$ cat src/rtl/lane_engine.sv
// Multi-lane object engine: per-frame sequential lane sweep with quarter-pixel motion,
// wrap-around, frog collision and ride displacement, published through frame-stable shadows.
module lane_engine #(
   parameter int NUM_LANES     = 4,
   parameter int OBJS_PER_LANE = 4,
   parameter int COORD_W       = 11,
   parameter int SCREEN_W      = 640,
   parameter int PITCH         = 160,
   parameter int OBJ_W         = 40,
   parameter int OBJ_H         = 40,
   parameter int SPEED_W       = 5,
   parameter int RIDE_W        = SPEED_W - 2 + 2
) (
   input  logic                                        Clk,
   input  logic                                        Reset,
   input  logic                                        vs,
   input  logic                                        pause,
   input  logic [NUM_LANES*SPEED_W-1:0]                lane_speed,
   input  logic [NUM_LANES-1:0]                        lane_dir,
   input  logic [NUM_LANES*COORD_W-1:0]                lane_y,
   input  logic [NUM_LANES-1:0]                        lane_ride,
   input  logic [COORD_W-1:0]                          frog_x,
   input  logic [COORD_W-1:0]                          frog_y,
   input  logic [COORD_W-1:0]                          frog_w,
   input  logic [COORD_W-1:0]                          frog_h,
   output logic [NUM_LANES*OBJS_PER_LANE*COORD_W-1:0]  obj_x,
   output logic [NUM_LANES-1:0]                        hit,
   output logic signed [RIDE_W-1:0]                    ride_dx,
   output logic                                        ride_valid,
   output logic                                        done,
   output logic                                        overrun
);

   localparam int POS_W = COORD_W + 2;
   localparam int CW1   = COORD_W + 1;
   localparam int IDX_W = (NUM_LANES > 1) ? $clog2(NUM_LANES) : 1;
   localparam logic [POS_W:0]               POS_MAX = (POS_W+1)'(SCREEN_W * 4);
   localparam logic signed [COORD_W+1:0]    SCR_S   = (COORD_W+2)'(SCREEN_W);

   typedef enum logic [1:0] {IDLE, SWEEP, CHECK, COMMIT} state_t;

   // One conditional add/subtract keeps the position inside [0, SCREEN_W*4).
   function automatic logic [POS_W-1:0] step_wrap(input logic [POS_W-1:0] p,
                                                  input logic [SPEED_W-1:0] s,
                                                  input logic dir);
      logic [POS_W:0] sum;
      if (dir) begin
         sum = {1'b0, p} + (POS_W+1)'(s);
         if (sum >= POS_MAX) sum = sum - POS_MAX;
      end else begin
         sum = {1'b0, p} - (POS_W+1)'(s);
         if (sum[POS_W]) sum = sum + POS_MAX;
      end
      return sum[POS_W-1:0];
   endfunction

   function automatic logic [CW1-1:0] wrap_x(input logic [CW1-1:0] x);
      return (x >= CW1'(SCREEN_W)) ? x - CW1'(SCREEN_W) : x;
   endfunction

   function automatic logic signed [RIDE_W-1:0] ride_delta(input logic [COORD_W-1:0] o,
                                                           input logic [COORD_W-1:0] n,
                                                           input logic dir);
      logic signed [COORD_W+1:0] d;
      d = $signed({2'b00, n}) - $signed({2'b00, o});
      if (dir && (n < o)) d = d + SCR_S;
      if (!dir && (n > o)) d = d - SCR_S;
      return $signed(d[RIDE_W-1:0]);
   endfunction

   state_t                 state;
   logic                   vs_q;
   logic [IDX_W-1:0]       idx;
   logic [POS_W-1:0]       pos [NUM_LANES];
   logic                   tick;
   logic [POS_W-1:0]       pos_p0;
   logic                   vld_p1;
   logic [IDX_W-1:0]       lane_p1;
   logic [COORD_W-1:0]     old_p1;
   logic [COORD_W-1:0]     new_p1;
   logic                   dir_p1;
   logic                   hit_p1;
   logic [NUM_LANES-1:0]   hit_acc;
   logic                   ride_found;
   logic signed [RIDE_W-1:0] ride_acc;
   logic [NUM_LANES*OBJS_PER_LANE*COORD_W-1:0] obj_x_next;
   logic [CW1-1:0]         ly, fx, fy, fw, fh, ox, oe, tx;
   logic                   v_ovl, h_ovl;

   assign tick   = vs && !vs_q && !pause;
   assign pos_p0 = step_wrap(pos[idx], lane_speed[idx*SPEED_W +: SPEED_W], lane_dir[idx]);

   // Stage p1: collision of the lane moved in the previous cycle, against its new position.
   always_comb begin
      ly    = CW1'(lane_y[lane_p1*COORD_W +: COORD_W]);
      fx    = CW1'(frog_x);
      fy    = CW1'(frog_y);
      fw    = CW1'(frog_w);
      fh    = CW1'(frog_h);
      ox    = '0;
      oe    = '0;
      v_ovl = (fy < ly + CW1'(OBJ_H)) && (ly < fy + fh);
      h_ovl = 1'b0;
      for (int k = 0; k < OBJS_PER_LANE; k++) begin
         ox = wrap_x(CW1'(new_p1) + CW1'(k * PITCH));
         oe = ox + CW1'(OBJ_W);
         if ((fx < oe) && (ox < fx + fw)) h_ovl = 1'b1;
         if ((oe > CW1'(SCREEN_W)) && (fx < oe - CW1'(SCREEN_W)) && (fw != '0)) h_ovl = 1'b1;
      end
      hit_p1 = vld_p1 && v_ovl && h_ovl;
   end

   always_comb begin
      obj_x_next = '0;
      tx         = '0;
      for (int i = 0; i < NUM_LANES; i++) begin
         for (int k = 0; k < OBJS_PER_LANE; k++) begin
            tx = wrap_x(CW1'(pos[i][POS_W-1:2]) + CW1'(k * PITCH));
            obj_x_next[(i*OBJS_PER_LANE+k)*COORD_W +: COORD_W] = tx[COORD_W-1:0];
         end
      end
   end

   always_ff @(posedge Clk) begin
      if (Reset) begin
         state      <= IDLE;
         vs_q       <= 1'b0;
         idx        <= '0;
         vld_p1     <= 1'b0;
         lane_p1    <= '0;
         old_p1     <= '0;
         new_p1     <= '0;
         dir_p1     <= 1'b0;
         hit_acc    <= '0;
         ride_found <= 1'b0;
         ride_acc   <= '0;
         hit        <= '0;
         ride_dx    <= '0;
         ride_valid <= 1'b0;
         done       <= 1'b0;
         overrun    <= 1'b0;
         for (int i = 0; i < NUM_LANES; i++) begin
            pos[i] <= '0;
            for (int k = 0; k < OBJS_PER_LANE; k++)
               obj_x[(i*OBJS_PER_LANE+k)*COORD_W +: COORD_W] <= COORD_W'(k * PITCH);
         end
      end else begin
         vs_q   <= vs;
         done   <= 1'b0;
         vld_p1 <= 1'b0;
         if (tick && (state != IDLE)) overrun <= 1'b1;
         if (vld_p1) begin
            hit_acc[lane_p1] <= hit_p1;
            if (hit_p1 && lane_ride[lane_p1] && !ride_found) begin
               ride_found <= 1'b1;
               ride_acc   <= ride_delta(old_p1, new_p1, dir_p1);
            end
         end
         case (state)
            IDLE: if (tick) begin
               state      <= SWEEP;
               idx        <= '0;
               hit_acc    <= '0;
               ride_found <= 1'b0;
               ride_acc   <= '0;
            end
            // Stage p0: advance one lane per cycle.
            SWEEP: begin
               pos[idx] <= pos_p0;
               lane_p1  <= idx;
               old_p1   <= pos[idx][POS_W-1:2];
               new_p1   <= pos_p0[POS_W-1:2];
               dir_p1   <= lane_dir[idx];
               vld_p1   <= 1'b1;
               if (idx == IDX_W'(NUM_LANES - 1)) state <= CHECK;
               else idx <= idx + 1'b1;
            end
            CHECK: state <= COMMIT;
            COMMIT: begin
               obj_x      <= obj_x_next;
               hit        <= hit_acc;
               ride_valid <= ride_found;
               ride_dx    <= ride_found ? ride_acc : '0;
               done       <= 1'b1;
               state      <= IDLE;
            end
            default: state <= IDLE;
         endcase
      end
   end

endmodule

$ cat config.mk
export PLATFORM = sky130hd
export DESIGN_NAME = lane_engine
export DESIGN_NICKNAME = d
export VERILOG_FILES = /design/src/rtl/lane_engine.sv
export SDC_FILE = /design/constraint.sdc
export NUM_CORES = 1
export LEC_CHECK = 0
export ABC_CLOCK_PERIOD_IN_PS = 7700
export CORE_MARGIN = 4
export CORE_UTILIZATION = 35
export DETAILED_ROUTE_END_ITERATION = 8
export DONT_BUFFER_PORTS = 1
export GPL_ROUTABILITY_DRIVEN = 0
export HOLD_SLACK_MARGIN = 0.08
export PLACE_DENSITY = 0.49
export SYNTH_ARGS = -nofsm -noshare
export SYNTH_HDL_FRONTEND = slang
export SYNTH_SLANG_ARGS = --single-unit
$ cat constraint.sdc
create_clock -name Clk -period 7.7 [get_ports Clk]
set_input_delay 0.77 -clock Clk [delete_from_list [all_inputs] [get_ports Clk]]
set_output_delay 0.77 -clock Clk [all_outputs]
set_load 0.02 [all_outputs]
==> out/results.tsv <==
metric	value	unit
status	complete, no violations	
overflow	0	
cp-start-kind	register	
synth.most_common_cell	nor2_1	
dp_cells	2673	
ys.flop_type	dfxtp_1	
drv_slew	0	
cts-root-buf	clkbuf_16	
syn_area	18500	um^2
dp_slack	1590	ps
syn-instance-count	2149	
place_area	18500	um^2
synth_cell_type_count	105	
drc	0	
clock-skew-final	17.1	ps
hpwl	40.8	mm
path_clk_slew	60	ps
dieArea	56500	um^2
via_per_inst	5.46	
nets	2385	
start_util	35.7	%
cts_buffer_depth	3	
clock_latency	550	ps
drtAntennaViolNets	0	
antenna_found_initial	4	
setup_viol	0	
synth_edf_count	52	
end_kind	register	
yosysTopAreaCell	dfxtp_1	
die_y	238	um
synth.area.top_cells	dfxtp_1 17%, ha_1 16%, edfxtp_1 8.5%	
core	51700	um^2
grt_pass1_vias	14200	
drive_above_1_share	6.96	%
synth_warnings	0	
clock.fmax	161	MHz
firstDrtPassIters	6	
cts-buffers-inserted	26	
cts_setup_buffers	0	
first_iter_violations	920	
area_growth	4.68	%
htreeDepth	1	
yosys-top-cells-count	246 x nor2_1, 239 x ha_1, 156 x dfxtp_1, 154 x nand2_1, 149 x a21oi_1	
worst_ep_required_time	8170	ps
async_flop_share	0	%
yosysSeqAreaShare	25.4	%
cts_num_sinks	208	
slew_headroom	21.5	%
num_rows	83	
dieWidth	238	um
totalWireLength	53.1	mm
vias	14900	
grt.total_usage	17.9	%
wire_per_inst	19.5	um
synth_top_area_share	16.9	%
drv_cap	0	
fin_ws	1490	ps
rsz0062_at_grt	no	
synth_fp_nets	2513	
cts-hold-fix-buffers	0	
fin_tns_setup	0	ps
p_leak	0.00754	uW
portBuffers	0	
worstMarginPinSlew	1170	ps
hold_class	primary input to register	
grt_first_pass_wirelength	82.6	mm
cts_tree	built	
critical_path_class	register to register	
layout_min_cycle_time	6210	ps
stdcell_count	2720	
stdcell_area	19300	um^2
syn_area_per_cell	8.59	um^2
num_io_pins	308	
irDropWorstVdd	0.000206	V
power_density	334	nW/um^2
critical_path_arrival	6680	ps
crit_fanout	24	
grt_max_degree	151	
cts_resized	0	
synth-seq-cells	208	
finalHoldViolations	0	
post-route-period-util	80.7	%
## power breakdown
group / internal [uW] / switching [uW]
logic: 1550 / 2260
registers: 1220 / 212
clock network: 733 / 474
## critical path: stages, from the launching register on
cell and delay [ps]:
dfxtp_1 890, inv_1 300, ha_1 310, a21boi_2 240, xnor2_1 170, inv_2 190, ha_1 170, nand3_1 100
or2_4 280, a21oi_1 260, o211ai_1 140, and2_1 190, xnor2_1 330, ha_1 260, inv_1 70, nand3_1 80
nand2_1 70, ha_1 270, o21a_1 100, o22ai_1 90, nor2_1 200, nor4_1 80, or4_4 590, o31ai_4 370
a21o_2 210, mux2i_1 160
## layout make-up
type,count,area [um^2]
flip-flops and latches,208,4680
fillers,5276,32400
diodes,1,2.50
well taps,680,851
clock buffers,37,739
inverters,123,462
repair buffers,8,60.1
clock inverters,9,113
multi-input cells,1654,12400
## cells in the final DEF (no fill, tap or decap), types with 11 or more instances in the layout
cell / Yosys / routed
nand2_1: 154 / 154
a311oi_1: 14 / 14
a211oi_1: 34 / 34
o21ai_0: 88 / 88
a211o_1: 18 / 18
mux2i_1: 56 / 56
and2_1: 11 / 11
a31oi_1: 11 / 11
or3_1: 22 / 22
nand2b_1: 37 / 37
nor2b_1: 24 / 24
inv_1: 116 / 116
edfxtp_1: 52 / 52
mux4_2: 31 / 31
nand4_1: 13 / 13
a21oi_1: 149 / 149
xnor2_1: 120 / 120
a21o_1: 24 / 24
o21a_1: 21 / 21
nor2_1: 246 / 246
dfxtp_1: 156 / 156
nand3_1: 38 / 38
nor3_1: 37 / 37
clkbuf_16: 0 / 26
ha_1: 239 / 238
xor2_1: 33 / 33
o211ai_1: 22 / 22
## cell families after synthesis
| family | after synthesis | synth area share, % |
|---|---|---|
| flip-flops | 208 | 25.4 |
| adder cells (fa/ha/maj) | 245 | 16.8 |
| XOR/XNOR | 155 | 7.50 |
| AO/OA/AOI/OAI | 515 | 19.2 |
| buffers and inverters | 287 | 7.45 |
| multiplexers | 94 | 7.25 |
| AND/OR/NAND/NOR | 645 | 16.4 |
## registers in the layout, indices dropped and copies added, names as in the netlist, 2 cells and up, named ones only
signal and count:
obj_x 108, pos 52, new_p1 11, old_p1 5
ride_acc 5, ride_dx 5, hit 4, hit_acc 4
idx 2, lane_p1 2, state 2
## path summary, 6_finish.rpt
check                     end  slack, ps        start  depth (start not counted)
setup reg to reg  ride_acc[4]       1490    new_p1[7]                         25
hold reg to reg   ride_acc[1]        470  ride_acc[1]                          2
setup / recovery  ride_acc[4]       1490    new_p1[7]                         25
hold / removal           done        300        Reset                          1
## routing by layer
| metal | global-route usage [%] | wire length (um) | vias to the layer above |
|---|---|---|---|
| li1 | - | - | 7365 |
| met1 | 24.9 | 24600 | 7089 |
| met2 | 28.8 | 24300 | 323 |
| met3 | 3.96 | 3120 | 75 |
| met4 | 3.68 | 1090 | 6 |
| met5 | 0 | 40 | - |
## per-stage QoR
step                power, uW  utilization [%]  hold slack, ps
floorplan                4380                -             435
global placement         5170             35.7             455
detailed placement       5230             35.7             458
CTS                      6480             37.4             274
global route             7030             37.4             266
finish                   6450             37.4             297
(Power assumes the default switching activity.)
